## config.mk

```make
export PLATFORM = sky130hd
export DESIGN_NAME = serial_magnitude_comparator
export DESIGN_NICKNAME = d
export VERILOG_FILES = /design/src/rtl/comparator_pkg.sv /design/src/rtl/bit_compare_cell.sv /design/src/rtl/serial_magnitude_comparator.sv
export SDC_FILE = /design/constraint.sdc
export NUM_CORES = 1
export LEC_CHECK = 0
export CORE_UTILIZATION = 35
export CTS_BUF_LIST = sky130_fd_sc_hd__clkbuf_8 sky130_fd_sc_hd__clkbuf_16
export CTS_CLUSTER_SIZE = 12
export DETAILED_ROUTE_END_ITERATION = 16
export PLACE_DENSITY = 0.72
export SYNTH_ARGS = -nofsm -noshare
export SYNTH_HDL_FRONTEND = slang
export SYNTH_SLANG_ARGS = --single-unit
```

## constraint.sdc

```tcl
create_clock -name clk -period 1.5 [get_ports clk]
set_input_delay 0.15 -clock clk [delete_from_list [all_inputs] [get_ports clk]]
set_output_delay 0.15 -clock clk [all_outputs]
set_load 0.01 [all_outputs]
```

## src/rtl/comparator_pkg.sv

```systemverilog
// Shared types and constants for the bit-serial magnitude comparator.
package comparator_pkg;

  typedef enum logic [1:0] {
    ST_IDLE    = 2'd0,
    ST_COMPARE = 2'd1,
    ST_DONE    = 2'd2
  } state_e;

  // Bit positions of the packed result vector {gt, eq, lt}
  localparam int unsigned RES_W  = 3;
  localparam int unsigned RES_GT = 2;
  localparam int unsigned RES_EQ = 1;
  localparam int unsigned RES_LT = 0;

endpackage : comparator_pkg

```

## src/rtl/bit_compare_cell.sv

```systemverilog
// One MSB-first comparison stage: the first differing bit decides, later bits
// cannot override an existing decision.
module bit_compare_cell (
  input  logic a,
  input  logic b,
  input  logic gt_in,
  input  logic lt_in,
  output logic gt_out,
  output logic lt_out
);

  assign gt_out = gt_in | (~gt_in & ~lt_in &  a & ~b);
  assign lt_out = lt_in | (~gt_in & ~lt_in & ~a &  b);

endmodule : bit_compare_cell

```

## src/rtl/serial_magnitude_comparator.sv

```systemverilog
// Bit-serial unsigned magnitude comparator: WIDTH bit pairs MSB first over a
// valid/ready handshake, registered gt/eq/lt flags and a one-cycle done pulse.
module serial_magnitude_comparator
  import comparator_pkg::*;
#(
  parameter int unsigned WIDTH = 2
) (
  input  logic clk,
  input  logic rst_n,
  input  logic start,
  input  logic bit_valid,
  input  logic a_bit,
  input  logic b_bit,
  output logic bit_ready,
  output logic busy,
  output logic done,
  output logic a_gt_b,
  output logic a_eq_b,
  output logic a_lt_b
);

  localparam int unsigned CNT_W = $clog2(WIDTH + 1);
  localparam logic [CNT_W-1:0] LAST_IDX = CNT_W'(WIDTH - 1);
  localparam logic [CNT_W-1:0] CNT_MAX  = CNT_W'(WIDTH);

  state_e             state_q, state_d;
  logic [CNT_W-1:0]   count_q, count_d;
  logic               gt_q, gt_d;
  logic               lt_q, lt_d;
  logic [RES_W-1:0]   res_q, res_d;
  logic               done_q, done_d;
  logic               busy_q, busy_d;
  logic               ready_q, ready_d;
  logic               cell_gt, cell_lt;

  bit_compare_cell u_cell (
    .a      (a_bit),
    .b      (b_bit),
    .gt_in  (gt_q),
    .lt_in  (lt_q),
    .gt_out (cell_gt),
    .lt_out (cell_lt)
  );

  // Next-state and registered-output decode
  always_comb begin
    state_d = state_q;
    count_d = count_q;
    gt_d    = gt_q;
    lt_d    = lt_q;
    res_d   = res_q;
    done_d  = 1'b0;

    case (state_q)
      ST_IDLE: begin
        if (start) begin
          state_d = ST_COMPARE;
          count_d = '0;
          gt_d    = 1'b0;
          lt_d    = 1'b0;
        end
      end
      ST_COMPARE: begin
        if (bit_valid) begin
          gt_d = cell_gt;
          lt_d = cell_lt;
          if (count_q == LAST_IDX) begin
            state_d        = ST_DONE;
            count_d        = CNT_MAX;
            done_d         = 1'b1;
            res_d[RES_GT]  = cell_gt;
            res_d[RES_LT]  = cell_lt;
            res_d[RES_EQ]  = ~cell_gt & ~cell_lt;
          end else begin
            count_d = count_q + CNT_W'(1);
          end
        end
      end
      ST_DONE: begin
        state_d = ST_IDLE;
      end
      default: begin
        state_d = ST_IDLE;
      end
    endcase

    ready_d = (state_d == ST_COMPARE);
    busy_d  = (state_d == ST_COMPARE);
  end

  always_ff @(posedge clk or negedge rst_n) begin
    if (!rst_n) begin
      state_q <= ST_IDLE;
      count_q <= '0;
      gt_q    <= 1'b0;
      lt_q    <= 1'b0;
      res_q   <= '0;
      done_q  <= 1'b0;
      busy_q  <= 1'b0;
      ready_q <= 1'b0;
    end else begin
      state_q <= state_d;
      count_q <= count_d;
      gt_q    <= gt_d;
      lt_q    <= lt_d;
      res_q   <= res_d;
      done_q  <= done_d;
      busy_q  <= busy_d;
      ready_q <= ready_d;
    end
  end

  assign bit_ready = ready_q;
  assign busy      = busy_q;
  assign done      = done_q;
  assign a_gt_b    = res_q[RES_GT];
  assign a_eq_b    = res_q[RES_EQ];
  assign a_lt_b    = res_q[RES_LT];

endmodule : serial_magnitude_comparator
```

### Yosys cells after proc, flatten, opt, wreduce, memory -nomap -nowiden

Index checks and enable logic that the tools add are counted.

| operators by class | value |
|---|---|
| bitwise logic cells | 14 |
| eq/ne operators | 5 |
| multiplexer cells | 16 |
| reduce and logical (&&, ||, !) cells | 4 |
| $add $sub $neg | 1 |

Operator list:

| cell | number |
|---|---|
| 2-bit two-way mux | 6 |
| 2-bit case mux with 2 select lines | 2 |
| 1-bit AND | 6 |
| 2-bit by 1-bit == test with 1-bit output (second input constant) | 3 |
| 1-bit two-way mux | 6 |
| 1-bit NOT | 6 |
| 3-bit AND reduction | 2 |
| 2-bit != test (second input constant) | 2 |
| 1-bit case mux with 2 select lines | 2 |
| 2-bit by 1-bit adder with 2-bit output (second input constant) | 1 |
| 2-bit logical NOT | 1 |
| 1-bit OR | 2 |
| 2-bit nonzero test | 1 |

| storage, ports and cells | value |
|---|---|
| output and inout port bits | 6 |
| logic and storage cells | 47 |
| bits in registers | 11 |

### Logic depth before layout (Yosys ltp)

Gate-level depths: netlist of run 1.

| logic depth | value |
|---|---|
| depth after elaboration | 7 |
| depth in mapped cells | 5 |

### Modules after synthesis

A second synthesis of run 1 with hierarchy kept.

| second synthesis, totals | value |
|---|---|
| cells, all modules | 41 |
| area total of the unflattened synthesis | 519.2 µm² |

Modules (own cells, without submodules):

| module | cells an instance | times used | sequential area each (µm²) | area each (µm²) |
|---|---|---|---|---|
| serial_magnitude_comparator | 37 | 1 | 275.3 | 494.2 |
| bit_compare_cell | 4 | 1 | 0.0 | 25.0 |

### Worst setup path before layout of run 1

OpenSTA, ideal clock, no wires.

| path | value |
|---|---|
| kind | register -> register |
| from | reg count_q[1] |
| to | reg res_q[0] |
| stages on the path, launching flop included | 6 |
| arrival time | 1.099 ns |
| slack | 0.280 ns |
| library setup time | 0.121 ns |
| required time | 1.379 ns |
| cells stage by stage | dfrtp_1 > inv_1 > ha_1 > nand4b_4 > nand2b_1 > o22a_1 |

| between the ends | value |
|---|---|
| longest elaborated chain between the ends | 2 |

RTL lines:

| what | line | RTL |
|---|---|---|
| start: declaration | serial_magnitude_comparator.sv:27 | `logic [CNT_W-1:0] count_q, count_d;` |
| start signal: assignment | serial_magnitude_comparator.sv:103 | `count_q <= count_d;` |
| 2-bit by 1-bit == test with 1-bit output | serial_magnitude_comparator.sv:67 | `if (count_q == LAST_IDX) begin` |
| 3-bit AND reduction (no line) | n/a |  |
| end signal: assignment | serial_magnitude_comparator.sv:106 | `res_q <= res_d;` |
| end: declaration | serial_magnitude_comparator.sv:30 | `logic [RES_W-1:0] res_q, res_d;` |

No other way between the ends.
A chain may end at the register's enable or synchronous reset.

### Worst setup path after layout of run 1

| path | value |
|---|---|
| from | reg count_q[1] |
| to | reg res_q[2] |

Same word-level chain as after synthesis.

==> metrics.cfg, run 1 <==
[logic_synthesis]
syn_nets = 49
synthDistinctLibCells = 20
yosysSeqAreaShare_pct = 54.1
synth-seq-cells = 11
yosysWarnings = 0
syn_inst = 42
syn_area_per_cell_um2 = 12.1
mappedNetlistArea_um2 = 509
synth_top_area_share_pct = 54.1
synth_top_cell_by_area = dfrtp_1
synth.area.top_cells = dfrtp_1 54%, nand2b_1 6.1%, nand4b_4 4.7%

[cells_and_area]
nFillCells = 122
syn_to_final_growth_pct = 31.9
final_nets = 63
diodes = 0
drive_above_1_share_pct = 10.9

[die]
fp.dieW_um = 40.1
core_mm2 = 0.00133
start_util_pct = 38.2
rows = 13
die_area_mm2 = 0.00161
die_h_um = 40.1
io_pins = 12

[routing]
final_antenna_net_count = 0
dr.pass1.iters = 4
drc_errors = 0
via_per_inst = 5.14
vias = 360
wl_um = 829
post_drt_wl_per_cell_um = 11.8
drt-initial-drc-count = 8

[timing]
finClkSkew_ns = 0.00247
period_minus_slack_ns = 1.34
fin_crit_sh_pct = 89.4
tightestPinTransition_ns = 0.470
timing.final.ws_setup_ns = 0.159
rsz0062_at_grt = no
drv_slew = 0
fin_tns_setup_ns = 0
final-setup-viol-count = 0
slew_headroom_pct = 68.6
hold_viol = 0
max_freq_mhz = 746

[place]
io_buffers = 11
dp_slack_ns = 0.0909
gp_congestion = 0.746
dp_hpwl_um = 644

[clock_tree]
clkTransAtPathRegs_ns = 0.05
numCtsBuffers = 3
cts_num_sinks = 11
cts_tree = built
ctsHoldBuffers = 0
cts.path.max_buffers = 2
post_cts_buffers = 0
htree_levels = 1
cts_resized = 0
root_buffer = clkbuf_8
clkLatencyLatePin_ns = 0.23

[global_routing]
grt_pass1_vias = 334
grt_max_degree = 12
track_usage_pct = 13.1
gr-total-overflow = 0
grt_pass1_wl_um = 1390
antenna_found_initial = 0

[worst_setup_path]
worstSetupPathType = register to register
crit_path_max_fanout = 6
arrival_ns = 1.46
worstPathRequired_ns = 1.62
end_kind = register
start_kind = register

[power]
ir_worst_vdd_mv = 0.711
p_per_area_mw_per_mm2 = 1890
p_leak_nw = 0.303

[worst_hold_path]
hold_class = primary input to asynchronous set/reset pin

[outcome]
status = finished, final reports clean

[flow_run]
drv_cap = 0

## per-stage QoR
step                      total power (W)  util, %  cells  hold slack, ns  instance area, µm²
after global placement           0.000975     46.9     66           0.488                 626
after floorplan                  0.000803        -     42          -0.146                 509
final                             0.00127     50.4     70           0.240                 672
after global routing              0.00137     50.4     70           0.276                 672
after CTS                         0.00128     50.4     70           0.256                 672
after detailed placement         0.000984     46.9     66           0.492                 626
## layout make-up
cell class,instances,area [µm²],share of cell area [%]
clock buffers,3,41.3,6.15
repair buffers,11,110,16.4
inverters,3,11.3,1.68
flip-flops and latches,11,275,41.0
clock inverters,1,5.00,0.745
well taps,15,18.8,2.79
multi-input cells,26,210,31.3
## synthesized netlist by cell type
cell and instances:
or3b_1 2, nand2b_1 5, a22o_1 2, nand4b_4 1, a31oi_1 2, nand3b_1 1
buf_2 1, o21ai_1 2, o41ai_2 1, o21bai_1 1, o31ai_1 1, ha_1 1
inv_1 3, xor2_1 1, o21ai_0 2, o22ai_1 1, nand2_1 1, buf_4 1
o22a_1 2, dfrtp_1 11
## routing by layer
metal / part of all wire [%] / global-route usage, % / up-vias
met3: 2.2 / 1.67 / 0
li1: - / - / 178
met2: 47 / 18.5 / 8
met1: 50 / 18.5 / 174
met4: 0 / 7.76 / 0
met5: 0 / 0 / -
## registers in the layout, indices dropped and copies added (netlist names)
| register | cells |
|---|---|
| res_q | 3 |
| count_q | 2 |
| state_q | 2 |
| bit_ready | 1 |
| done | 1 |
| gt_q | 1 |
| lt_q | 1 |
## report_power, final
| group | switching (W) | internal (W) | leakage (nW) |
|---|---|---|---|
| Sequential | 0.000109 | 0.000416 | 0.134 |
| Clock | 0.000109 | 0.000182 | 0.0255 |
| Combinational | 0.000186 | 0.000267 | 0.143 |
## kinds of logic after synthesis
family | Yosys count | share of synthesized area [%]
AND/OR/NAND/NOR | 10 | 16.5
AO/OA/AOI/OAI | 14 | 20.6
flip-flops | 11 | 54.1
XOR/XNOR | 1 | 1.72
adder cells (fa/ha/maj) | 1 | 2.46
buffers and inverters | 5 | 4.67
## worst max-delay path: stages (launching register included)
cell and delay, ns:
dfrtp_1 0.38, inv_1 0.08, ha_1 0.26, nand4b_4 0.16, nand2b_1 0.18, o22a_1 0.17
## path summary, 6_finish.rpt
path,startpoint,to,slack [ns],cells past startpoint
hold reg to reg,res_q[0]$_DFFE_PN0P_,res_q[0]$_DFFE_PN0P_,0.51,1
setup reg to reg,count_q[1]$_DFFE_PN0P_,res_q[2]$_DFFE_PN0P_,0.16,5
max in group asynchronous,rst_n,lt_q$_DFFE_PN0P_,0.94,1
min in group clk,res_q[0]$_DFFE_PN0P_,res_q[0]$_DFFE_PN0P_,0.51,1
setup / recovery,count_q[1]$_DFFE_PN0P_,res_q[2]$_DFFE_PN0P_,0.16,5
hold / removal,rst_n,done$_DFF_PN0_,0.24,1
## placed cells by master (no fill, tap or decap)
| master | netlist | final |
|---|---|---|
| a22o_1 | 2 | 2 |
| a31oi_1 | 2 | 2 |
| clkbuf_8 | 0 | 3 |
| clkdlybuf4s50_1 | 0 | 11 |
| clkinv_2 | 0 | 1 |
| dfrtp_1 | 11 | 11 |
| ha_1 | 1 | 1 |
| inv_1 | 3 | 3 |
| nand2_1 | 1 | 1 |
| nand2b_1 | 5 | 5 |
| nand3b_1 | 1 | 1 |
| nand4b_4 | 1 | 1 |
| o21ai_0 | 2 | 2 |
| o21ai_1 | 2 | 2 |
| o21bai_1 | 1 | 1 |
| o22a_1 | 2 | 2 |
| o22ai_1 | 1 | 1 |
| o31ai_1 | 1 | 1 |
| o41ai_2 | 1 | 1 |
| or3b_1 | 2 | 2 |
| xor2_1 | 1 | 1 |
Note: power is estimated with default switching activity, not from simulation.
==> inputs of run 2 (changes only) <==
Settings changed: REMOVE_ABC_BUFFERS set to 1.
==> run 2 against run 1 <==
Setup slack got worse by 0.0098 ns; critical path type unchanged; register-to-register slack barely moved; combinational power grew 0.9%; largest cell class unchanged.
==> metrics.cfg, run 2 (synthesis results as in run 1) <==
[place]
io_buffers = 11  ; unchanged
gp_congestion = 0.730  ; -2.2%
dp_hpwl_um = 623  ; -3.3%

[routing]
post_drt_wl_per_cell_um = 12.0  ; +0.97%
wl_um = 849  ; +2.4%
drt-initial-drc-count = 5  ; -3
drc_errors = 0  ; unchanged
final_antenna_net_count = 0  ; unchanged
dr.pass1.iters = 4  ; unchanged
vias = 371  ; +3.1%
via_per_inst = 5.23  ; +1.6%

[timing]
finClkSkew_ns = 0.00288  ; +0.000412 ns
hold_viol = 0  ; unchanged
max_freq_mhz = 740  ; -0.72%
tightestPinTransition_ns = 0.473  ; +0.00286 ns
final-setup-viol-count = 0  ; unchanged
fin_crit_sh_pct = 90.1  ; +0.65 points
fin_tns_setup_ns = 0  ; unchanged
rsz0062_at_grt = no
fin_hold_ws_ns = 0.238  ; -0.00169 ns
slew_headroom_pct = 68.4  ; -0.19 points
period_minus_slack_ns = 1.35  ; +0.00979 ns
drv_slew = 0  ; unchanged

[power]
p_leak_nw = 0.309  ; +2.1%
p_sw_w = 0.000402  ; -0.51%
p_int_w = 0.000865  ; about the same
ir_worst_vdd_mv = 0.778  ; +9.5%
p_per_area_mw_per_mm2 = 1870  ; -1.1%
p_seq_share_pct = 41.3  ; about the same
combPwrFrac_pct = 36.0  ; +0.3 points
swShare_pct = 31.7  ; -0.12 points
p_clk_share_pct = 22.6  ; -0.3 points

[cells_and_area]
top_register = res_q
syn_to_final_growth_pct = 33.2
diodes = 0  ; unchanged
seqCellArea_um2 = 275  ; unchanged
drive_above_1_share_pct = 10.7  ; -0.19 points
multiInputGateArea_um2 = 210  ; unchanged
top_regs = res_q: 3 flops, count_q: 2 flops, state_q: 2 flops
nFillCells = 116  ; -4.9%
final_nets = 64  ; +1.6%
mostFrequentLayoutCells = 11 x dfrtp_1, 11 x clkdlybuf4s50_1, 5 x nand2b_1, 4 x inv_1, 3 x clkbuf_8
largest_reg_flops = 3  ; unchanged
final_util_pct = 50.8  ; +0.47 points

[worst_setup_path]
crit_path_max_fanout = 6  ; unchanged
r2r-start = count_q[1]$_DFFE_PN0P_
reg2reg_to = res_q[2]$_DFFE_PN0P_
worstSetupPathType = register to register
start_kind = register
r2r_slack_ns = 0.15  ; about the same
r2r_cells = 5  ; unchanged
worstPathRequired_ns = 1.62  ; about the same
end_kind = register
arrival_ns = 1.47  ; about the same

[global_routing]
grt_max_degree = 12  ; unchanged
grt_pass1_vias = 353  ; +5.7%
antenna_found_initial = 0  ; unchanged
gr-total-overflow = 0  ; unchanged
track_usage_pct = 14.4  ; +1.3 points
grt_pass1_wl_um = 1460  ; +5.0%

[worst_hold_path]
hold_class = primary input to asynchronous set/reset pin

[die]
start_util_pct = 38.2  ; unchanged
die_area_mm2 = 0.00161  ; unchanged
core_mm2 = 0.00133  ; unchanged
die_h_um = 40.1  ; unchanged
io_pins = 12  ; unchanged
rows = 13  ; unchanged
fp.dieW_um = 40.1  ; unchanged

[clock_tree]
htree_levels = 1  ; unchanged
cts_resized = 0  ; unchanged
numCtsBuffers = 3  ; unchanged
cts_tree = built
clkLatencyLatePin_ns = 0.24  ; about the same
cts.path.max_buffers = 2  ; unchanged
post_cts_buffers = 0  ; unchanged
root_buffer = clkbuf_8
clkTransAtPathRegs_ns = 0.05  ; about the same
cts_num_sinks = 11  ; unchanged
ctsHoldBuffers = 0  ; unchanged

[flow_run]
drv_cap = 0  ; unchanged

[outcome]
status = finished, final reports clean

==> run 2: cell count changes in the layout (fill, tap and decap cells not counted) <==
cell      delta
clkinv_2     -1
inv_1        +1
buf_4        +1
==> run 2: worst max-delay path: stages (launching register included) <==
cell and delay [ns]:
dfrtp_1 0.38, inv_1 0.09, ha_1 0.26, nand4b_4 0.16, nand2b_1 0.18, o22a_1 0.17
==> run 2: layer usage <==
metal  up-vias  routed length (µm)  track usage (%)
met3         0                  28             6.67
met5         -                   0                0
met1       179                 428             16.3
met4         0                   0             7.76
met2        11                 392             22.2
li1        181                   -                -
==> run 2: worst max-delay path by stage <==
stage                                       from                   end  slack, ns  depth (start not counted)
after floorplan           count_q[1]$_DFFE_PN0P_  res_q[0]$_DFFE_PN0P_       0.28                          5
final                     count_q[1]$_DFFE_PN0P_  res_q[2]$_DFFE_PN0P_       0.15                          5
after global placement                 bit_valid  res_q[2]$_DFFE_PN0P_       0.16                          4
after detailed placement               bit_valid  res_q[2]$_DFFE_PN0P_       0.14                          4
after CTS                 count_q[1]$_DFFE_PN0P_  res_q[2]$_DFFE_PN0P_       0.15                          5
after global routing      count_q[1]$_DFFE_PN0P_  res_q[2]$_DFFE_PN0P_       0.08                          5
==> run 2: layout make-up <==
cell class | instances | share of cell area (%)
clock buffers | 3 | 6.09
multi-input cells | 26 | 31.0
well taps | 15 | 2.77
clock inverters | 1 | 0.554
repair buffers | 12 | 17.3
flip-flops and latches | 11 | 40.6
inverters | 3 | 1.66
==> run 2: power groups by stage <==
stage          Clock, W  Combinational (W)  Sequential (W)
6_report       0.000287           0.000457        0.000524
5_1_grt        0.000312           0.000515        0.000541
4_1_cts        0.000297           0.000460        0.000522
3_5_place_dp          0           0.000455        0.000526
3_3_place_gp          0           0.000448        0.000524
2_1_floorplan         0           0.000240        0.000539
==> run 2: stage by stage <==
stage               cells  area [µm²]  worst slack (ns)  power [W]
finish                 71         678             0.149    0.00127
global route           71         678            0.0784    0.00137
CTS                    71         678             0.152    0.00128
floorplan              40         497             0.276   0.000779
detailed placement     67         633             0.144   0.000981
global placement       67         633             0.163   0.000972
==> inputs of run 3 (changes only) <==
Settings changed: PLACE_DENSITY 0.72 to 0.71, SYNTH_HIERARCHICAL set to 1.
==> run 3 against run 2 <==
Synthesized cell count decreased by 2.4%; sequential share of layout area unchanged; synthesized area increased by 2.0%; first-iteration DRC count increased by 100%; clock-buffer cell count unchanged; combinational power increased by 16%; global-route usage increased by 0.93 points; register-to-register slack improved by 0.02 ns; wire length increased by 4.8%; clock power about the same; critical endpoint unchanged; largest cell class unchanged; largest power group is now combinational logic.
==> metrics.cfg, run 3 <==
[outcome]
status = finished, final reports clean

[cells_and_area]
nFillCells = 121  ; +4.3%
top_register = res_q
drive_above_1_share_pct = 16.7  ; +6.0 points
top_regs = res_q: 3 flops, count_q: 2 flops, state_q: 2 flops
multiInputGateArea_um2 = 210  ; unchanged
syn_to_final_growth_pct = 30.6
final_util_pct = 50.8  ; unchanged
diodes = 0  ; unchanged
final_nets = 62  ; -3.1%
largest_reg_flops = 3  ; unchanged
seqCellArea_um2 = 275  ; unchanged
mostFrequentLayoutCells = 11 x dfrtp_1, 11 x clkdlybuf4s50_1, 8 x a22o_1, 5 x inv_1, 3 x clkbuf_8

[routing]
wl_um = 890  ; +4.8%
via_per_inst = 5.30  ; +1.5%
dr.pass1.iters = 4  ; unchanged
drc_errors = 0  ; unchanged
post_drt_wl_per_cell_um = 12.9  ; +7.9%
drt-initial-drc-count = 10  ; +5
final_antenna_net_count = 0  ; unchanged
vias = 366  ; -1.3%

[clock_tree]
cts_num_sinks = 11  ; unchanged
post_cts_buffers = 0  ; unchanged
clkLatencyLatePin_ns = 0.24  ; about the same
cts_tree = built
numCtsBuffers = 3  ; unchanged
cts_resized = 0  ; unchanged
ctsHoldBuffers = 0  ; unchanged
clkTransAtPathRegs_ns = 0.05  ; about the same
cts.path.max_buffers = 2  ; unchanged
root_buffer = clkbuf_8
htree_levels = 1  ; unchanged

[logic_synthesis]
synth_common_cells = 11 x dfrtp_1, 8 x a22o_1, 4 x inv_1
yosysWarnings = 6  ; +6
synth-seq-cells = 11  ; unchanged
syn_area_per_cell_um2 = 12.7  ; +4.5%
mappedNetlistArea_um2 = 519  ; +2.0%
synth_top_area_share_pct = 53.0  ; -1.0 points
async_flop_share_pct = 100  ; unchanged
synth.area.top_cells = dfrtp_1 53%, a22o_1 13%, mux2_4 5.8%
ys.flop_type = dfrtp_1
synth_edf_count = 0  ; unchanged
syn_inst = 41  ; -2.4%
synthDistinctLibCells = 17  ; -15%
synth_most_common_cell = dfrtp_1
yosysSeqAreaShare_pct = 53.0  ; -1.0 points
synth_top_cell_by_area = dfrtp_1

[worst_setup_path]
slowest_delay_ns = 0.40  ; +0.02 ns
worstSetupPathType = register to register
path_cells = inv_1, ha_1, nand4b_4, mux2_4
r2r_cells = 4  ; -1
path_depth = 4  ; -1
start_kind = register
crit_buf_inv = 1  ; unchanged
critical-path-top-delay-family = flip-flops
arrival_ns = 1.46  ; about the same
crit_path_max_fanout = 6  ; unchanged
end_kind = register
cpMaxStageDelayCell = dfrtp_1
worstPathRequired_ns = 1.62  ; about the same

[timing]
hold_viol = 0  ; unchanged
rsz0062_at_grt = no
period_minus_slack_ns = 1.33  ; -0.0172 ns
final-setup-viol-count = 0  ; unchanged
fin_crit_sh_pct = 88.9  ; -1.1 points
drv_slew = 0  ; unchanged
tightestPinTransition_ns = 0.490  ; +0.0174 ns
finClkSkew_ns = 0.00275  ; -0.000125 ns
slew_headroom_pct = 67.2  ; -1.2 points
max_freq_mhz = 750  ; +1.3%
fin_tns_setup_ns = 0  ; unchanged

[global_routing]
antenna_found_initial = 0  ; unchanged
grt_pass1_wl_um = 1490  ; +1.9%
track_usage_pct = 15.3  ; +0.93 points
grt_max_degree = 12  ; unchanged
gr-total-overflow = 0  ; unchanged
grt_pass1_vias = 342  ; -3.1%

[die]
die_h_um = 40.5  ; +0.92%
core_mm2 = 0.00133  ; unchanged
rows = 13  ; unchanged
io_pins = 12  ; unchanged
fp.dieW_um = 40.5  ; +0.92%
die_area_mm2 = 0.00164  ; +1.9%
start_util_pct = 38.9  ; +0.75 points

[place]
io_buffers = 11  ; unchanged
dp_hpwl_um = 611  ; -1.9%
gp_congestion = 0.785  ; +7.5%

[power]
total_power_w = 0.00134  ; +5.5%
p_leak_nw = 0.346  ; +12%
p_per_area_mw_per_mm2 = 1970  ; +5.5%
ir_worst_vdd_mv = 0.783  ; +0.55%

[flow_run]
drv_cap = 0  ; unchanged

[worst_hold_path]
hold_class = primary input to asynchronous set/reset pin

## run 3: cell types whose count changed in the layout (fill, tap and decap cells not counted), sizes merged, moves of 2 or more
cell | previous run | this run
nor2 | 0 | 2
or3b | 2 | 0
a22o | 2 | 8
o22a | 2 | 0
inv | 4 | 6
mux2 | 0 | 2
nand2b | 5 | 0
o21ai | 4 | 0
## run 3: routing by layer
| layer | share of wire [%] | vias to the layer above | GRT usage (%) |
|---|---|---|---|
| met3 | 7.4 | 2 | 6.67 |
| met2 | 40 | 14 | 21.0 |
| li1 | - | 173 | - |
| met1 | 49 | 177 | 18.1 |
| met5 | 0 | - | 0 |
| met4 | 3.0 | 0 | 12.5 |
## run 3: layout make-up
cell class                 instances  share of cell area [%]
sequential                        11                    40.6
multi-input combinational         23                    31.0
inverter                           5                    2.77
tap                               15                    2.77
timing repair buffer              11                    16.2
clock buffer                       3                    6.09
clock inverter                     1                   0.554
## run 3: worst register-to-register path, stage by stage (launching register included)
cell and delay [ns]:
dfrtp_1 0.40, inv_1 0.06, ha_1 0.25, nand4b_4 0.18, mux2_4 0.33
## run 3: cells by family after synthesis
| group | after synthesis | share of synthesized area (%) |
|---|---|---|
| mux | 2 | 5.78 |
| fa+ha+maj | 1 | 2.41 |
| simple gates | 7 | 11.3 |
| compound gates | 13 | 21.0 |
| flops | 11 | 53.0 |
| buf+inv | 7 | 6.50 |
## run 3: where the power goes
| group | internal, W | switching [W] | leakage [nW] |
|---|---|---|---|
| combinational | 0.000320 | 0.000211 | 0.182 |
| sequential | 0.000413 | 0.000101 | 0.137 |
| clock | 0.000180 | 0.000111 | 0.0269 |
| total | 0.000913 | 0.000423 | 0.346 |
## run 3: stage by stage
stage	setup slack, ns	hold WS (ns)	instances	area, µm²
2_1_floorplan	0.266	-0.146	39	504
3_3_place_gp	0.0716	0.475	65	633
3_5_place_dp	0.0664	0.486	65	633
4_1_cts	0.168	0.269	69	678
5_1_grt	0.0869	0.278	69	678
6_report	0.166	0.242	69	678
## run 3: worst paths after layout
check / startpoint / endpoint / slack, ns
setup / recovery: count_q[1]$_DFFE_PN0P_ / res_q[2]$_DFFE_PN0P_ / 0.17
hold / removal: rst_n / bit_ready$_DFF_PN0_ / 0.24
setup reg to reg: count_q[1]$_DFFE_PN0P_ / res_q[2]$_DFFE_PN0P_ / 0.17
hold reg to reg: res_q[1]$_DFFE_PN0P_ / res_q[1]$_DFFE_PN0P_ / 0.49
max in group asynchronous: rst_n / res_q[1]$_DFFE_PN0P_ / 0.93
min in group clk: res_q[1]$_DFFE_PN0P_ / res_q[1]$_DFFE_PN0P_ / 0.49
